`src/rtl/uart_host_loader.sv`:
```
// Host-side serial boot loader: waits for sync, sends the length header and program image,
// waits for the data sync, streams the data image and queues every byte the CPU sends back.
module uart_host_loader #(
  parameter int         WORD_BYTES  = 4,
  parameter int         INSTR_DEPTH = 1024,
  parameter int         DATA_DEPTH  = 1024,
  parameter logic [7:0] SYNC_PROG   = 8'h99,
  parameter logic [7:0] SYNC_DATA   = 8'hAA,
  parameter bit         SYNC_STRICT = 1'b1,
  parameter bit         MSB_FIRST   = 1'b0,
  parameter int         RES_DEPTH   = 64,
  localparam int        AW    = (INSTR_DEPTH > 1) ? $clog2(INSTR_DEPTH) : 1,
  localparam int        DW    = (DATA_DEPTH > 1) ? $clog2(DATA_DEPTH) : 1,
  localparam int        WBITS = 8 * WORD_BYTES
) (
  input  logic             clock,
  input  logic             resetn,
  input  logic             start,
  input  logic [31:0]      instr_words,
  input  logic [31:0]      data_words,
  output logic [AW-1:0]    prog_addr,
  input  logic [WBITS-1:0] prog_rdata,
  output logic [DW-1:0]    data_addr,
  input  logic [WBITS-1:0] data_rdata,
  output logic             tx_start,
  output logic [7:0]       sdata,
  input  logic             tx_busy,
  input  logic             rx_ready,
  input  logic [7:0]       rdata,
  input  logic             ferr,
  output logic             res_valid,
  output logic [7:0]       res_data,
  input  logic             res_ready,
  output logic             busy,
  output logic             done,
  output logic [2:0]       err_flags
);

  localparam int PW = (RES_DEPTH > 1) ? $clog2(RES_DEPTH) : 1;
  localparam int CW = PW + 1;

  typedef enum logic [2:0] {
    S_IDLE, S_WAIT_PSYNC, S_SEND_HDR, S_SEND_PROG, S_WAIT_DSYNC, S_SEND_DATA, S_DONE
  } state_t;

  typedef enum logic [1:0] {F_ADDR, F_LOAD, F_SEND} fetch_t;

  state_t            state_reg;
  fetch_t            fetch_reg;
  logic [31:0]       instr_n_reg;
  logic [31:0]       data_n_reg;
  logic [31:0]       word_cnt_reg;
  logic [31:0]       hdr_sh_reg;
  logic [WBITS-1:0]  word_sh_reg;
  logic [3:0]        byte_cnt_reg;
  logic [AW-1:0]     prog_addr_reg;
  logic [DW-1:0]     data_addr_reg;
  logic              tx_start_reg;
  logic [7:0]        sdata_reg;
  logic              busy_reg;
  logic              done_reg;
  logic              sync_err_reg;
  logic              frame_err_reg;
  logic              ovf_err_reg;

  logic [7:0]        fifo_mem [RES_DEPTH];
  logic [PW-1:0]     wr_ptr_reg;
  logic [PW-1:0]     rd_ptr_reg;
  logic [CW-1:0]     count_reg;
  logic              res_valid_reg;
  logic [7:0]        res_data_reg;

  logic              start_ok;
  logic              rx_good;
  logic              can_tx;
  logic              sync_ok;
  logic [7:0]        sync_byte;
  logic [31:0]       hdr_raw;
  logic [31:0]       hdr_ord;
  logic [WBITS-1:0]  rom_word;
  logic [WBITS-1:0]  word_ord;
  logic [31:0]       cur_n;
  logic              word_last;
  logic              byte_last;

  logic              fifo_full;
  logic              pop;
  logic              push_req;
  logic              push;
  logic              overflow_hit;
  logic [PW-1:0]     rd_ptr_next;
  logic [CW-1:0]     count_next;
  logic [CW-1:0]     remaining;

  assign start_ok  = start && (state_reg == S_IDLE || state_reg == S_DONE);
  assign rx_good   = rx_ready && !ferr;
  // One idle cycle is forced after every tx_start so UartTx has time to raise tx_busy.
  assign can_tx    = !tx_busy && !tx_start_reg;
  assign sync_byte = (state_reg == S_WAIT_PSYNC) ? SYNC_PROG : SYNC_DATA;
  assign sync_ok   = !SYNC_STRICT || (rdata == sync_byte);
  assign hdr_raw   = instr_words * 32'(WORD_BYTES);
  assign rom_word  = (state_reg == S_SEND_PROG) ? prog_rdata : data_rdata;
  assign cur_n     = (state_reg == S_SEND_PROG) ? instr_n_reg : data_n_reg;
  assign word_last = (word_cnt_reg == cur_n - 32'd1);
  assign byte_last = (byte_cnt_reg == 4'(WORD_BYTES - 1));

  // Byte order is resolved once at load time so the shifters always emit the low byte.
  genvar gi;
  generate
    for (gi = 0; gi < 4; gi++) begin : g_hdr_order
      assign hdr_ord[8*gi +: 8] = MSB_FIRST ? hdr_raw[8*(3-gi) +: 8] : hdr_raw[8*gi +: 8];
    end
    for (gi = 0; gi < WORD_BYTES; gi++) begin : g_word_order
      assign word_ord[8*gi +: 8] = MSB_FIRST ? rom_word[8*(WORD_BYTES-1-gi) +: 8]
                                             : rom_word[8*gi +: 8];
    end
  endgenerate

  always_ff @(posedge clock or negedge resetn) begin
    if (!resetn) begin
      state_reg     <= S_IDLE;
      fetch_reg     <= F_ADDR;
      instr_n_reg   <= '0;
      data_n_reg    <= '0;
      word_cnt_reg  <= '0;
      hdr_sh_reg    <= '0;
      word_sh_reg   <= '0;
      byte_cnt_reg  <= '0;
      prog_addr_reg <= '0;
      data_addr_reg <= '0;
      tx_start_reg  <= 1'b0;
      sdata_reg     <= '0;
      busy_reg      <= 1'b0;
      done_reg      <= 1'b0;
      sync_err_reg  <= 1'b0;
      frame_err_reg <= 1'b0;
      ovf_err_reg   <= 1'b0;
    end else begin
      tx_start_reg <= 1'b0;
      done_reg     <= 1'b0;
      if (rx_ready && ferr) frame_err_reg <= 1'b1;
      if (overflow_hit) ovf_err_reg <= 1'b1;

      case (state_reg)
        S_IDLE, S_DONE: begin
          if (start) begin
            instr_n_reg   <= instr_words;
            data_n_reg    <= data_words;
            hdr_sh_reg    <= hdr_ord;
            sync_err_reg  <= 1'b0;
            frame_err_reg <= 1'b0;
            ovf_err_reg   <= 1'b0;
            busy_reg      <= 1'b1;
            state_reg     <= S_WAIT_PSYNC;
          end
        end

        S_WAIT_PSYNC, S_WAIT_DSYNC: begin
          if (rx_good) begin
            if (!sync_ok) begin
              sync_err_reg <= 1'b1;
            end else if (state_reg == S_WAIT_PSYNC) begin
              byte_cnt_reg <= '0;
              state_reg    <= S_SEND_HDR;
            end else if (data_n_reg == 32'd0) begin
              busy_reg  <= 1'b0;
              done_reg  <= 1'b1;
              state_reg <= S_DONE;
            end else begin
              data_addr_reg <= '0;
              word_cnt_reg  <= '0;
              fetch_reg     <= F_ADDR;
              state_reg     <= S_SEND_DATA;
            end
          end
        end

        S_SEND_HDR: begin
          if (can_tx) begin
            tx_start_reg <= 1'b1;
            sdata_reg    <= hdr_sh_reg[7:0];
            hdr_sh_reg   <= hdr_sh_reg >> 8;
            byte_cnt_reg <= byte_cnt_reg + 4'd1;
            if (byte_cnt_reg == 4'd3) begin
              if (instr_n_reg == 32'd0) begin
                state_reg <= S_WAIT_DSYNC;
              end else begin
                prog_addr_reg <= '0;
                word_cnt_reg  <= '0;
                fetch_reg     <= F_ADDR;
                state_reg     <= S_SEND_PROG;
              end
            end
          end
        end

        S_SEND_PROG, S_SEND_DATA: begin
          case (fetch_reg)
            // The address was registered on entry; the ROM samples it during this cycle.
            F_ADDR: fetch_reg <= F_LOAD;
            F_LOAD: begin
              word_sh_reg  <= word_ord;
              byte_cnt_reg <= '0;
              fetch_reg    <= F_SEND;
            end
            default: begin
              if (can_tx) begin
                tx_start_reg <= 1'b1;
                sdata_reg    <= word_sh_reg[7:0];
                word_sh_reg  <= word_sh_reg >> 8;
                byte_cnt_reg <= byte_cnt_reg + 4'd1;
                if (byte_last) begin
                  fetch_reg <= F_ADDR;
                  if (word_last) begin
                    if (state_reg == S_SEND_PROG) begin
                      state_reg <= S_WAIT_DSYNC;
                    end else begin
                      busy_reg  <= 1'b0;
                      done_reg  <= 1'b1;
                      state_reg <= S_DONE;
                    end
                  end else begin
                    word_cnt_reg <= word_cnt_reg + 32'd1;
                    if (state_reg == S_SEND_PROG)
                      prog_addr_reg <= (prog_addr_reg == AW'(INSTR_DEPTH - 1)) ? '0
                                       : prog_addr_reg + AW'(1);
                    else
                      data_addr_reg <= (data_addr_reg == DW'(DATA_DEPTH - 1)) ? '0
                                       : data_addr_reg + DW'(1);
                  end
                end
              end
            end
          endcase
        end

        default: state_reg <= S_IDLE;
      endcase
    end
  end

  // Result FIFO: storage array plus a registered head byte.
  assign fifo_full    = (count_reg == CW'(RES_DEPTH));
  assign pop          = res_ready && res_valid_reg;
  assign push_req     = rx_good && (state_reg == S_SEND_DATA || state_reg == S_DONE) && !start_ok;
  assign push         = push_req && (!fifo_full || pop);
  assign overflow_hit = push_req && fifo_full && !pop;
  assign rd_ptr_next  = pop ? rd_ptr_reg + PW'(1) : rd_ptr_reg;
  assign remaining    = pop ? count_reg - CW'(1) : count_reg;
  assign count_next   = push ? remaining + CW'(1) : remaining;

  always_ff @(posedge clock) begin
    if (push) fifo_mem[wr_ptr_reg] <= rdata;
  end

  always_ff @(posedge clock or negedge resetn) begin
    if (!resetn) begin
      wr_ptr_reg    <= '0;
      rd_ptr_reg    <= '0;
      count_reg     <= '0;
      res_valid_reg <= 1'b0;
      res_data_reg  <= '0;
    end else if (start_ok) begin
      wr_ptr_reg    <= '0;
      rd_ptr_reg    <= '0;
      count_reg     <= '0;
      res_valid_reg <= 1'b0;
    end else begin
      if (push) wr_ptr_reg <= wr_ptr_reg + PW'(1);
      rd_ptr_reg    <= rd_ptr_next;
      count_reg     <= count_next;
      res_valid_reg <= (count_next != '0);
      // When nothing else is queued the incoming byte bypasses the array straight to the head.
      if (count_next != '0)
        res_data_reg <= (remaining == '0) ? rdata : fifo_mem[rd_ptr_next];
    end
  end

  assign prog_addr = prog_addr_reg;
  assign data_addr = data_addr_reg;
  assign tx_start  = tx_start_reg;
  assign sdata     = sdata_reg;
  assign res_valid = res_valid_reg;
  assign res_data  = res_data_reg;
  assign busy      = busy_reg;
  assign done      = done_reg;
  assign err_flags = {ovf_err_reg, frame_err_reg, sync_err_reg};

endmodule
```
`config.mk`:
```
export PLATFORM = sky130hd
export DESIGN_NAME = uart_host_loader
export DESIGN_NICKNAME = d
export VERILOG_FILES = /design/src/rtl/uart_host_loader.sv
export SDC_FILE = /design/constraint.sdc
export NUM_CORES = 1
export LEC_CHECK = 0
export BUFFER_PORTS_ARGS = -buffer_cell sky130_fd_sc_hd__buf_2
export CORE_ASPECT_RATIO = 1.75
export CORE_MARGIN = 2
export CORE_UTILIZATION = 50
export CTS_CLUSTER_DIAMETER = 200
export DETAILED_ROUTE_END_ITERATION = 7
export PLACE_DENSITY = 0.73
export SETUP_SLACK_MARGIN = 0.05
export SLEW_MARGIN = 20
export SYNTH_ARGS = -nofsm -noshare
export SYNTH_HDL_FRONTEND = slang
export SYNTH_SLANG_ARGS = --single-unit
```
`constraint.sdc`:
```
create_clock -name clock -period 4.7 [get_ports clock]
set_input_delay 0.94 -clock clock [delete_from_list [all_inputs] [get_ports clock]]
set_output_delay 0.94 -clock clock [all_outputs]
set_load 0.02 [all_outputs]
```
Word-level counts from Yosys, hierarchy flattened
Memories as Yosys holds them, arrays and structs flattened. Cells that the tools add are included. W data, S select, Z words.

Flip-flop bits (word level): 231. Bits in writable memories: 512. Word-level logic and storage cells: 239. Memories: 1.

Memory list: fifo_mem (depth 64, bits a word 8, read ports 1, clocked after memory_dff 0, write ports 1, line 66) `logic [7:0] fifo_mem [RES_DEPTH];`.

Equal/unequal tests: 34. Bitwise operators: 2. Reduce and logical (&&, ||, !) cells: 50. Add/subtract/negate cells: 9. Muxes and demuxes: 121.

Operator list (number): $mux W32 (16); $mux W10 (19); $pmux W32 S2 (2); $pmux W32 S3 (1); $logic_not A32 Y1 (2); $pmux W10 S2 (2); $ne A2 B2 Y1 const B (19); $mux W1 (33); $mux W3 (11); $add A32 B1 Y32 const B (1); $eq A32 B32 Y1 (1); $mux W8 (4); $sub A32 B1 Y32 const B (1); $mux W6 (5); $mux W2 (11); $mux W7 (3); $add A10 B1 Y10 const B (2); $eq A10 B10 Y1 const B (2); $reduce_and A10 Y1 (2); $reduce_and A9 Y1 (2); $mux W4 (4); $pmux W8 S2 (1); $add A6 B1 Y6 const B (2); $pmux W3 S4 (1); 34 further kinds (69).

Depth between registers and ports, before layout
Gate-level depths: netlist (run 1).

Word-level depth: 10. Mapped depth: 18.

Least setup slack after synthesis (run 1)
Ideal clock, no wire load.

Path type: register to register. From: register state_reg[0]. To: register data_addr_reg[9], in the netlist data_addr[9]. Setup slack: 0.764 ns. Arrival: 3.804 ns. Cell stages (with the launch flop): 18. Clock period less this slack: 3.936 ns. Library setup time: 0.132 ns. Cells stage by stage: dfrtp_1 > and3b_1 > buf_4 > buf_6 > buf_6 > buf_6 > mux2i_1 > ha_1 > nand4_1 > a22oi_2 > xnor2_1 > or4_4 > nor4_4 > nand4_4 > o31ai_4 > or2_1 > buf_2 > o31ai_1.

Longest elaborated chain between the ends: 6. Elaborated cells between the ends (all ways): 23. Classes of those cells: 1 x add/sub; 15 x eq/ne; 3 x mux; 4 x reduce/logical.

Ends and longest elaborated chain: from (decl) (line 48) `state_t state_reg;`; from (signal assigned) (line 121) `state_reg <= S_IDLE;`; from (signal assigned) (line 154) `state_reg <= S_WAIT_PSYNC;`; from (signal assigned) (line 164) `state_reg <= S_SEND_HDR;`; $eq A3 B2 Y1 (line 103, 144, 224); $mux W32 (line 103) `assign cur_n = (state_reg == S_SEND_PROG) ? instr_n_reg : data_n_reg;`; $sub A32 B1 Y32 (line 104) `assign word_last = (word_cnt_reg == cur_n - 32'd1);`; $eq A32 B32 Y1 (line 104); $ne A2 B2 Y1 (no source line); $reduce_and A10 Y1 (no source line); to (signal assigned) (line 228) `data_addr_reg <= (data_addr_reg == DW'(DATA_DEPTH - 1)) ? '0`; to (decl) (line 57) `logic [DW-1:0] data_addr_reg;`.

Parallel ways exist; a longest one is shown, timed or not. A chain may end at the register's enable or synchronous reset.

Worst setup path in the final report (run 1)
From: register state_reg[2]. To: register word_cnt_reg[31].

Longest elaborated chain between the ends: 6. Elaborated cells between the ends (all ways): 26. Classes of those cells: 1 x add/sub; 18 x eq/ne; 3 x mux; 4 x reduce/logical.

Ends and longest elaborated chain: $eq A3 B2 Y1 (line 103, 144); $mux W32 (line 103); $sub A32 B1 Y32 (line 104); $eq A32 B32 Y1 (line 104); $ne A2 B2 Y1 (no source line); $reduce_and A12 Y1 (no source line); to (signal assigned) (line 223) `word_cnt_reg <= word_cnt_reg + 32'd1;`; to (decl) (line 52) `logic [31:0] word_cnt_reg;`.

Parallel ways exist; a longest one is shown, timed or not.

==> impl_summary.log, run 1 <==
[metrics] status: completed
[metrics] Total Wirelength: 95400 um
[metrics] measured slew at the worst slew-check pin: between 0.9 and 1 ns
[metrics] number of antenna violations at the first check in global routing: 1
[metrics] portion of total power attributed to combinational logic: 0.091
[metrics] Post-Synthesis Net Count: 3377
[metrics] first-pass GRT wire length: ~150000 um
[metrics] Core Region: between 60000 and 70000 um2
[metrics] width of the chip: 202 um
[metrics] number of levels in the clock H-tree: 3
[metrics] FFs w/ async S/R, synth: 0.311
[metrics] worst path required time: 5.24 ns
[metrics] CP most frequent cell: sky130_fd_sc_hd__buf_4
[metrics] post-synth cell types: 89
[metrics] fill cell count: ~5700
[metrics] leftover overflow at the end of global routing: 0
[metrics] slowest library cell on the worst path: sky130_fd_sc_hd__or4b_2
[metrics] Setup Fix Bufs, Post-CTS: 0
[metrics] number of vias per cell after detailed routing: 5.88
[metrics] full die area: 70800 um2
[metrics] flip-flop count of the largest register after layout: 512
[metrics] max-cap viol count: 0
[metrics] Skew-Pair Late Insertion Delay: 0.63 ns
[metrics] clock power share: 0.383
[metrics] WL/cell: 21.8 um
[metrics] type of element capturing the critical path: flip-flop
[metrics] net count of the finished layout: 3582
[metrics] achievable frequency: 238 MHz
[metrics] overall via count from detail_route: 25800
[metrics] post-layout power: 14.1 mW
[metrics] routability congestion estimate from global placement: 0.963
[metrics] switching power: 3.49 mW
[metrics] combined area of all synthesized cells: around 34000 um2
[metrics] Final HPWL DP: 65200 um
[metrics] biggest area consumer among synthesized cells: sky130_fd_sc_hd__edfxtp_1
[metrics] Lkg Pwr: around 15 nW
[metrics] deepest clock path buffer count: 3
[metrics] prevailing post-synth register cell: sky130_fd_sc_hd__edfxtp_1
[metrics] die boundary height: 350 um
[metrics] worst-case vdd ir drop: 0.377 mV
[metrics] synthesized netlist cell count: 3224
[metrics] number of enable-type register cells in the synthesized netlist: 512
[metrics] fraction of layout cells with a size suffix above 1: 0.150
[metrics] cell row count: 127
[metrics] RSZ-0062 raised after global routing: false
[metrics] Sequential Power Share: 0.526
[metrics] overall fraction of global-route tracks in use: 0.271
[metrics] Largest Register: fifo_mem
[metrics] crit share post-route: 0.896
[metrics] tightest slew margin relative to the limit: 0.357
[metrics] number of DRC violations after detailed-routing iteration 0: around 2100
[metrics] sort of element at the start of the critical path: flip-flop
[metrics] number of detailed-route iterations in the first pass: 5
[metrics] layout-stage area growth over the synthesis result: 14.0%
[metrics] proportion of netlist area held by the largest area contributor: 0.448
[metrics] CTS Hold Bufs: 0
[metrics] switching share of power: 0.247
[metrics] main area contributors after synthesis: sky130_fd_sc_hd__edfxtp_1 (45%), sky130_fd_sc_hd__dfrtp_1 (17%), sky130_fd_sc_hd__nand2_1 (10%), sky130_fd_sc_hd__nand3_1 (2.6%), sky130_fd_sc_hd__nor2_1 (2.2%)
[metrics] Setup violations, final: 0
[metrics] number of hold violations in the final report: 0
[metrics] kind of critical path: flip-flop to flip-flop
[metrics] top fanout value on the critical path: 46
[metrics] ant diodes: 0
[metrics] Port Buffer Count: 185
[metrics] delay of the slowest cell on the worst path: 0.63 ns
[metrics] Seq/Total Area, Yosys: 0.617
[metrics] ratio of total power to cell area: about 360 nW/um2
[metrics] number of global-route vias before repair: around 26000
[metrics] worst hold-check path type: input pin to async pin
[metrics] setup skew after layout: 0.0217 ns
[metrics] number of max-slew violations in the final report: 0
[metrics] number of synthesis warnings: 0
[metrics] post-route ant nets: 0
[metrics] final setup TNS: 0 ns
[metrics] cell internal power dissipation: ~11 mW
[metrics] pin count of the biggest net entering global routing: 118
[metrics] Final Critical Period: 4.21 ns
[metrics] Data arrival, critical path: 4.75 ns
[metrics] Sink Count: 743
[metrics] Synth Area per Inst: 10.6 um2
[metrics] CTS buffer count: between 60 and 70
[metrics] total of cells resized after clock tree synthesis: 0
[metrics] total I/O pin count: 186
[metrics] post-synthesis sequential element count: 743
[metrics] Post-route DRC: 0
[metrics] ordered cell list for the critical path: and3b_4 -> buf_12 -> buf_4 -> mux2i_1 -> xnor2_1 -> and4_1 -> a211oi_1 -> buf_4 -> nor4_2 -> nand4_4 -> nor3_4 -> buf_4 -> or4b_2 -> a21oi_1
[metrics] initial core utilization: 0.503
[metrics] Reg clk slew, reported paths: 0.07 ns
[metrics] clock tree from TritonCTS: yes
[metrics] clock root buffer: sky130_fd_sc_hd__clkbuf_16
==> worst max-delay path: cells and delay by family (launching register included) <==
family / cells / cell delay (ns)
muxes: 1 / 0.28
xor gates and xnor gates: 1 / 0.12
AOI/OAI and AO/OA: 2 / 0.70
and+or+nand+nor: 6 / 1.47
buffers and inverters: 4 / 1.15
DFF: 1 / 0.38
==> power groups by stage <==
stage / logic, mW / registers, mW / clock network [mW]
global placement: 1.25 / 7.54 / 0
CTS: 1.28 / 7.42 / 5.49
global route: 1.44 / 7.44 / 5.73
finish: 1.28 / 7.42 / 5.40
floorplan: 0.730 / 7.56 / 0
detailed placement: 1.28 / 7.55 / 0
==> layout by cell type (no fill, tap or decap), types with 12 or more instances in the layout <==
master,n
sky130_fd_sc_hd__o22a_1,19
sky130_fd_sc_hd__xnor2_1,46
sky130_fd_sc_hd__mux2i_1,45
sky130_fd_sc_hd__a311oi_1,66
sky130_fd_sc_hd__nor4_1,22
sky130_fd_sc_hd__nand2b_1,14
sky130_fd_sc_hd__buf_4,141
sky130_fd_sc_hd__inv_1,20
sky130_fd_sc_hd__dfrtp_1,231
sky130_fd_sc_hd__nor2_1,200
sky130_fd_sc_hd__and3_1,83
sky130_fd_sc_hd__a21oi_1,81
sky130_fd_sc_hd__edfxtp_1,512
sky130_fd_sc_hd__clkinv_1,15
sky130_fd_sc_hd__nor3_1,46
sky130_fd_sc_hd__xor2_1,24
sky130_fd_sc_hd__a31oi_1,102
sky130_fd_sc_hd__mux4_2,16
sky130_fd_sc_hd__mux2_2,12
sky130_fd_sc_hd__nand2_1,951
sky130_fd_sc_hd__nand3_1,181
sky130_fd_sc_hd__buf_2,184
sky130_fd_sc_hd__o31ai_1,25
sky130_fd_sc_hd__o21ai_0,76
sky130_fd_sc_hd__clkinv_2,12
sky130_fd_sc_hd__buf_12,13
sky130_fd_sc_hd__nand4_1,23
sky130_fd_sc_hd__clkbuf_16,69
==> final timing paths <==
| check | startpoint | endpoint | slack [ns] | cells after the start |
|---|---|---|---|---|
| worst max-delay path | state_reg[2] | word_cnt_reg[31] | 0.49 | 14 |
| worst min-delay path | resetn | data_addr[7] | 0.23 | 1 |
| worst max register to register | state_reg[2] | word_cnt_reg[31] | 0.49 | 14 |
| worst min register to register | hdr_sh_reg[1] | hdr_sh_reg[1] | 0.47 | 2 |
| max in group asynchronous | resetn | hdr_sh_reg[26] | 3.56 | 2 |
| min in group clock | hdr_sh_reg[1] | hdr_sh_reg[1] | 0.47 | 2 |
==> metrics by stage <==
step	cell area, um2	util	instances	setup slack [ns]	hold WS (ns)
after floorplan	34300	-	3224	0.764	0.439
after global placement	36900	0.541	4262	0.284	0.453
after detailed placement	36900	0.541	4262	0.239	0.457
after CTS	39000	0.573	4385	0.332	0.225
after global routing	39100	0.573	4386	0.226	0.260
final	39100	0.573	4386	0.491	0.234
==> cell type report <==
type | instances | area (um2) | share of cell area
clock inverter | 40 | 322 | 0.00823
multi-input combinational | 2255 | 12300 | 0.315
timing repair buffer | 340 | 2280 | 0.0584
clock buffer | 83 | 1810 | 0.0464
sequential | 743 | 21200 | 0.541
tap | 903 | 1130 | 0.0289
inverter | 22 | 82.6 | 0.00211
==> metal layers <==
layer  vias up  GRT usage  routed length, um
met1     12500      0.289              32700
met3       300     0.0408               5780
met2      1000      0.494              50400
li1      12000          -                  -
met5         -          0                 16
met4         2      0.181               6520
==> synth_stat cells (all sizes together), types with 10 or more instances <==
cell	instances
clkbuf	152
and3	83
nand2b	14
xor2	26
dfrtp	231
nand2	952
nor2	201
inv	21
xnor2	49
a22o	10
nor3	49
mux2i	47
and2	11
ha	10
a21oi	84
a211o	11
o21ai	90
o22a	19
o31ai	26
buf	52
edfxtp	512
nor4	29
o211ai	10
mux4	16
a31oi	102
a311oi	66
mux2	12
nand4	25
nand3	181
or2	13
==> cells by family (layout without fill, tap and decap cells) <==
logic type               after synthesis  in the layout  synth area share
AO/OA/AOI/OAI                        471            471            0.0931
XOR/XNOR                              75             75            0.0192
adder cells (fa/ha/maj)               11             11           0.00394
buffers and inverters                226            485            0.0275
flip-flops                           743            743             0.617
multiplexers                          75             75            0.0285
AND/OR/NAND/NOR                     1623           1623             0.211
Power figures use the tool's default switching activity.
==> run 2, diff against run 1 <==
Settings changed: CTS_BUF_LIST set to sky130_fd_sc_hd__clkbuf_16.
==> run 2 against run 1 <==
Net effect:
- hold slack improved by 0.0034 ns
- critical endpoint unchanged
- count of clock-buffer cells in the layout fell by 14
- critical path type unchanged
- sequential share of layout area barely moved
- largest cell class unchanged
- non-clock buffer count did not move
==> impl_summary.log, run 2 (synthesized netlist as in run 1, its figures left out) <==
[metrics] endpoint of the worst register-to-register path: word_cnt_reg[31]
[metrics] achievable frequency: 238 MHz (about the same)
[metrics] clock tree from TritonCTS: yes
[metrics] worst-case vdd ir drop: 0.376 mV (-0.23%)
[metrics] top fanout value on the critical path: 46 (unchanged)
[metrics] Largest Register: fifo_mem
[metrics] total I/O pin count: 186 (unchanged)
[metrics] Final Critical Period: 4.21 ns (-0.00104 ns)
[metrics] layout-stage area growth over the synthesis result: 13.9% (about the same)
[metrics] deepest clock path buffer count: 3 (unchanged)
[metrics] first-pass GRT wire length: 147000 um (about the same)
[metrics] ordered cell list for the critical path: and3b_4 -> buf_12 -> buf_4 -> mux2i_1 -> xnor2_1 -> and4_1 -> a211oi_1 -> buf_4 -> nor4_2 -> nand4_4 -> nor3_4 -> buf_4 -> or4b_2 -> a21oi_1
[metrics] CP most frequent cell: sky130_fd_sc_hd__buf_4
[metrics] ratio of total power to cell area: 359 nW/um2 (-0.44%)
[metrics] Core Region: 68200 um2 (unchanged)
[metrics] dominant delay contributor by cell family on the critical path: simple AND/OR/NAND/NOR gates
[metrics] r2r worst-path depth: 14 (unchanged)
[metrics] overall fraction of global-route tracks in use: 0.271 (about the same)
[metrics] worst path required time: 5.24 ns (about the same)
[metrics] ant diodes: 0 (unchanged)
[metrics] share of the core filled with cells: 0.573 (about the same)
[metrics] FF-to-FF setup slack: 0.49 ns (about the same)
[metrics] type of element capturing the critical path: flip-flop
[metrics] routability congestion estimate from global placement: 0.963 (unchanged)
[metrics] CTS buffer count: 67 (unchanged)
[metrics] tightest slew margin relative to the limit: 0.357 (about the same)
[metrics] number of max-slew violations in the final report: 0 (unchanged)
[metrics] initial core utilization: 0.503 (unchanged)
[metrics] overall via count from detail_route: 25900 (+0.45%)
[metrics] final setup TNS: 0 ns (unchanged)
[metrics] full die area: 70800 um2 (unchanged)
[metrics] most used cells in the layout excluding fill and tap cells: sky130_fd_sc_hd__nand2_1 (951), sky130_fd_sc_hd__edfxtp_1 (512), sky130_fd_sc_hd__dfrtp_1 (231), sky130_fd_sc_hd__nor2_1 (200), sky130_fd_sc_hd__buf_2 (184)
[metrics] commonest non-fill, non-tap cell in the layout: sky130_fd_sc_hd__nand2_1
[metrics] Final HPWL DP: 65200 um (unchanged)
[metrics] RSZ-0062 raised after global routing: false
[metrics] number of vias per cell after detailed routing: 5.91 (+0.45%)
[metrics] Skew-Pair Late Insertion Delay: 0.63 ns (about the same)
[metrics] number of hold violations in the final report: 0 (unchanged)
[metrics] max-cap viol count: 0 (unchanged)
[metrics] number of detailed-route iterations in the first pass: 5 (unchanged)
[metrics] Port Buffer Count: 185 (unchanged)
[metrics] pin count of the biggest net entering global routing: 118 (unchanged)
[metrics] fraction of layout cells with a size suffix above 1: 0.149 (-0.00115)
[metrics] number of antenna violations at the first check in global routing: 1 (unchanged)
[metrics] count of buffer and inverter cells on the critical path: 4 (unchanged)
[metrics] worst hold-check path type: input pin to async pin
[metrics] delay of the slowest cell on the worst path: 0.63 ns (about the same)
[metrics] setup skew after layout: 0.0227 ns (+0.00101 ns)
[metrics] leftover overflow at the end of global routing: 0 (unchanged)
[metrics] WL/cell: 21.8 um (+0.10%)
[metrics] Data arrival, critical path: 4.75 ns (about the same)
[metrics] worst slack at placement: 0.239 ns (unchanged)
[metrics] crit share post-route: 0.895 (about the same)
[metrics] net count of the finished layout: 3582 (unchanged)
[metrics] measured slew at the worst slew-check pin: 0.960 ns (-0.000222 ns)
[metrics] kind of critical path: flip-flop to flip-flop
[metrics] startpoint of the worst-slack reg-to-reg timing path: state_reg[2]
[metrics] status: completed
[metrics] slowest library cell on the worst path: sky130_fd_sc_hd__or4b_2
[metrics] Total Wirelength: 95500 um (+0.10%)
[metrics] clock root buffer: sky130_fd_sc_hd__clkbuf_16
[metrics] Reg clk slew, reported paths: 0.07 ns (about the same)
[metrics] cell row count: 127 (unchanged)
[metrics] fill cell count: 5752 (+0.070%)
[metrics] Post-route DRC: 0 (unchanged)
[metrics] CTS Hold Bufs: 0 (unchanged)
[metrics] number of global-route vias before repair: 25900 (-0.027%)
[metrics] post-route ant nets: 0 (unchanged)
[metrics] number of levels in the clock H-tree: 3 (unchanged)
[metrics] Setup violations, final: 0 (unchanged)
[metrics] die boundary height: 350 um (unchanged)
[metrics] width of the chip: 202 um (unchanged)
[metrics] flip-flop count of the largest register after layout: 512 (unchanged)
[metrics] sort of element at the start of the critical path: flip-flop
[metrics] number of DRC violations after detailed-routing iteration 0: 2012 (-2.8%)
[metrics] Setup WS post-layout: 0.492 ns (+0.00104 ns)
[metrics] Lkg Pwr: 15.5 nW (+0.16%)
[metrics] Sink Count: 743 (unchanged)
## run 2: report_power, final
part	switching, mW	total (mW)	internal, mW
registers	0.183	7.42	7.24
logic	0.845	1.28	0.435
clock network	2.46	5.33	2.86
total	3.49	14.0	10.5
## run 2: cell type report
| class | count | area [um2] | area share |
|---|---|---|---|
| multi-input cells | 2255 | 12300 | 0.315 |
| clock buffers | 69 | 1730 | 0.0442 |
| inverters | 22 | 82.6 | 0.00211 |
| flip-flops and latches | 743 | 21200 | 0.542 |
| well taps | 903 | 1130 | 0.0289 |
| repair buffers | 340 | 2280 | 0.0584 |
| clock inverters | 54 | 374 | 0.00958 |
## run 2: per-layer routing
metal | track usage | routed length (um) | vias up
met4 | 0.181 | 6640 | 2
met2 | 0.494 | 50300 | 1059
met1 | 0.289 | 32700 | 12600
met3 | 0.0408 | 5900 | 307
li1 | - | - | 12000
met5 | 0 | 13 | -
## run 2: per-stage QoR
stage,hold WS (ns),cell area [um2],total power [mW],std cells
finish,0.237,39000,14.0,4386
global route,0.260,39000,14.5,4386
CTS,0.225,39000,14.1,4385
detailed placement,0.457,36900,8.83,4262
global placement,0.453,36900,8.79,4262
floorplan,0.439,34300,8.29,3224
## run 2: worst reg2reg max path, stage by stage, from the launching register on
cell and delay [ns]:
sky130_fd_sc_hd__dfrtp_1 0.38, sky130_fd_sc_hd__and3b_4 0.35, sky130_fd_sc_hd__buf_12 0.26, sky130_fd_sc_hd__buf_4 0.46
sky130_fd_sc_hd__mux2i_1 0.29, sky130_fd_sc_hd__xnor2_1 0.12, sky130_fd_sc_hd__and4_1 0.21, sky130_fd_sc_hd__a211oi_1 0.55
sky130_fd_sc_hd__buf_4 0.24, sky130_fd_sc_hd__nor4_2 0.06, sky130_fd_sc_hd__nand4_4 0.17, sky130_fd_sc_hd__nor3_4 0.05
sky130_fd_sc_hd__buf_4 0.20, sky130_fd_sc_hd__or4b_2 0.63, sky130_fd_sc_hd__a21oi_1 0.15
## run 2: how the worst max path moves through the flow
stage,start,endpoint,slack (ns),cells past startpoint
after global placement,res_ready,res_data[7],0.28,12
after global routing,state_reg[2],word_cnt_reg[11],0.23,14
after floorplan,state_reg[0],data_addr[9],0.76,17
after CTS,state_reg[2],word_cnt_reg[26],0.33,13
final,state_reg[2],word_cnt_reg[31],0.49,14
after detailed placement,res_ready,res_data[3],0.24,12
## run 2: repair_timing
action	CTS	global route
buffers inserted	0	0
gates resized for setup	0	1
setup endpoints to repair	0	4
==> run 3, diff against run 2 <==
Settings changed: PLACE_DENSITY 0.73 to 0.76, SLEW_MARGIN 20 to 5.
Clock period 4.7 ns to 3.7 ns, I/O delays scaled along.
==> run 3 against run 2 <==
Net effect:
- core utilization increased by 2.1 points
- highest routed layer is now met4
- hold slack worse by 0.12 ns
- design area rose by 3.7%
- register-to-register slack worse by 0.49 ns
- clock skew grew 0.0026 ns
- via count is 2.8% higher
- critical path depth is 3 higher
- worst setup slack lost 0.49 ns
- power is 31% higher
==> impl_summary.log, run 3 (synthesized netlist as in run 1, its figures left out) <==
[metrics] full die area: 70800 um2 (unchanged)
[metrics] tightest slew margin relative to the limit: 0.341 (-0.0160)
[metrics] post-layout power: 18.4 mW (+31%)
[metrics] die boundary height: 350 um (unchanged)
[metrics] commonest non-fill, non-tap cell in the layout: sky130_fd_sc_hd__nand2_1
[metrics] total I/O pin count: 186 (unchanged)
[metrics] top fanout value on the critical path: 21 (-54%)
[metrics] RSZ-0062 raised after global routing: true
[metrics] number of hold violations in the final report: 0 (unchanged)
[metrics] Total Wirelength: 98600 um (+3.3%)
[metrics] Final HPWL DP: 68800 um (+5.5%)
[metrics] Sink Count: 743 (unchanged)
[metrics] delay of the slowest cell on the worst path: 0.45 ns (-0.18 ns)
[metrics] type of element capturing the critical path: flip-flop
[metrics] worst-case vdd ir drop: 0.552 mV (+47%)
[metrics] Post-route DRC: 0 (unchanged)
[metrics] number of detailed-route iterations in the first pass: 7 (+2)
[metrics] Reg clk slew, reported paths: 0.07 ns (about the same)
[metrics] initial core utilization: 0.503 (unchanged)
[metrics] Skew-Pair Late Insertion Delay: 0.62 ns (about the same)
[metrics] slowest library cell on the worst path: sky130_fd_sc_hd__or4_4
[metrics] CTS buffer count: 68 (+1.5%)
[metrics] fill cell count: 5471 (-4.9%)
[metrics] pin count of the biggest net entering global routing: 101 (-14%)
[metrics] first-pass GRT wire length: 149000 um (+1.5%)
[metrics] clock root buffer: sky130_fd_sc_hd__clkbuf_16
[metrics] ratio of total power to cell area: 455 nW/um2 (+27%)
[metrics] number of vias per cell after detailed routing: 5.93 (+0.27%)
[metrics] crit share post-route: 0.999 (+0.104)
[metrics] Port Buffer Count: 185 (unchanged)
[metrics] kind of critical path: flip-flop to flip-flop
[metrics] sort of element at the start of the critical path: flip-flop
[metrics] layout-stage area growth over the synthesis result: 18.1%
[metrics] overall fraction of global-route tracks in use: 0.276 (+0.00544)
[metrics] number of levels in the clock H-tree: 3 (unchanged)
[metrics] clock tree from TritonCTS: yes
[metrics] share of the core filled with cells: 0.594 (+0.0214)
[metrics] width of the chip: 202 um (unchanged)
[metrics] number of global-route vias before repair: 26700 (+3.2%)
[metrics] Lkg Pwr: 16.2 nW (+4.7%)
[metrics] measured slew at the worst slew-check pin: 0.985 ns (+0.0251 ns)
[metrics] max-cap viol count: 0 (unchanged)
[metrics] fraction of layout cells with a size suffix above 1: 0.186 (+0.0374)
[metrics] CTS Hold Bufs: 0 (unchanged)
[metrics] leftover overflow at the end of global routing: 0 (unchanged)
[metrics] setup skew after layout: 0.0253 ns (+0.00262 ns)
[metrics] CP most frequent cell: sky130_fd_sc_hd__buf_6
[metrics] flip-flop count of the largest register after layout: 512 (unchanged)
[metrics] net count of the finished layout: 3688 (+3.0%)
[metrics] number of antenna violations at the first check in global routing: 3 (+2)
[metrics] Core Region: 68200 um2 (unchanged)
[metrics] deepest clock path buffer count: 3 (unchanged)
[metrics] Setup violations, final: 0 (unchanged)
[metrics] most used cells in the layout excluding fill and tap cells: sky130_fd_sc_hd__nand2_1 (950), sky130_fd_sc_hd__edfxtp_1 (512), sky130_fd_sc_hd__dfrtp_1 (231), sky130_fd_sc_hd__buf_4 (216), sky130_fd_sc_hd__nor2_1 (200)
[metrics] Final Critical Period: 3.70 ns (-0.510 ns)
[metrics] WL/cell: 21.9 um (+0.76%)
[metrics] worst path required time: 4.20 ns (-1.04 ns)
[metrics] routability congestion estimate from global placement: 0.980 (+1.7%)
[metrics] Data arrival, critical path: 4.20 ns (-0.55 ns)
[metrics] status: completed
[metrics] post-route ant nets: 0 (unchanged)
[metrics] achievable frequency: 270 MHz (+14%)
[metrics] number of max-slew violations in the final report: 0 (unchanged)
[metrics] number of DRC violations after detailed-routing iteration 0: 2360 (+17%)
[metrics] overall via count from detail_route: 26600 (+2.8%)
[metrics] Largest Register: fifo_mem
[metrics] cell row count: 127 (unchanged)
[metrics] worst hold-check path type: input pin to async pin
[metrics] ordered cell list for the critical path: and3b_4 -> mux2i_2 -> ha_2 -> buf_6 -> nand4_4 -> buf_6 -> buf_6 -> a22oi_2 -> xnor2_2 -> or4_4 -> nor4_4 -> nand4_4 -> o21ai_4 -> buf_12 -> buf_6 -> nor2_1 -> o22a_1
run 3: changes by cell type in the layout (fill, tap and decap cells not counted), moves of 4 or more:
cell | previous run | this run
sky130_fd_sc_hd__buf_12 | 13 | 28
sky130_fd_sc_hd__buf_4 | 141 | 216
sky130_fd_sc_hd__buf_6 | 0 | 14
sky130_fd_sc_hd__bufinv_16 | 3 | 9
sky130_fd_sc_hd__clkinv_1 | 18 | 11
sky130_fd_sc_hd__inv_1 | 31 | 26
sky130_fd_sc_hd__nor3_1 | 46 | 42
sky130_fd_sc_hd__o21ai_0 | 76 | 65
sky130_fd_sc_hd__o21ai_2 | 2 | 11
run 3: cell type report:
type,instances,area [um2],area share
clock buffers,71,1780,0.0439
clock inverters,53,537,0.0133
inverters,22,82.6,0.00204
multi-input cells,2255,12500,0.309
flip-flops and latches,743,21200,0.522
repair buffers,445,3320,0.0819
well taps,903,1130,0.0279
diodes,3,7.51,0.000185
run 3: worst paths after layout:
path	depth (start not counted)	end	from	slack, ns
max	17	word_cnt_reg[13]	state_reg[2]	0.002
max reg2reg	17	word_cnt_reg[13]	state_reg[2]	0.002
min	1	word_sh_reg[24]	resetn	0.12
min reg2reg	2	word_sh_reg[20]	word_sh_reg[20]	0.48
min in group clock	3	data_n_reg[19]	data_words[19]	0.31
max in group asynchronous	2	word_cnt_reg[23]	resetn	2.60
run 3: repair_timing:
action,4_1_cts,5_1_grt
buffers inserted,5,9
resized for setup,22,41
pin swaps,6,16
endpoints found under the setup margin,41,57
gates cloned,1,1
run 3: stage by stage:
stage	cells	hold slack, ns	setup slack, ns	cell area, um2	TNS [ns]
after global routing	4493	0.208	-0.156	40500	-4.59
after detailed placement	4354	0.468	-0.0630	37800	-0.678
final	4495	0.118	0.00190	40500	0
after global placement	4354	0.458	-0.0205	37800	-0.0307
after floorplan	3224	0.439	-0.0122	34300	-0.0685
after CTS	4484	0.174	-0.00658	40300	-0.0154
run 3: power by group:
group	switching [mW]	internal, mW
clock	3.16	4.15
sequential	0.255	9.19
combinational	1.06	0.611
total	4.48	14.0
run 3: critical path, delay by kind of cell (launching register included):
kind	cells	cell delay, ns
compound gates	3	0.57
xor+xnor	1	0.09
fa+ha+maj	1	0.24
buf+inv	5	0.67
flops	1	0.37
mux	1	0.25
simple gates	6	1.39
run 3: metal layers:
metal  global-route usage  routed length (um)
met5                    0                   0
met4                0.192                7350
met1                0.285               32700
met2                0.516               52500
met3               0.0372                6070
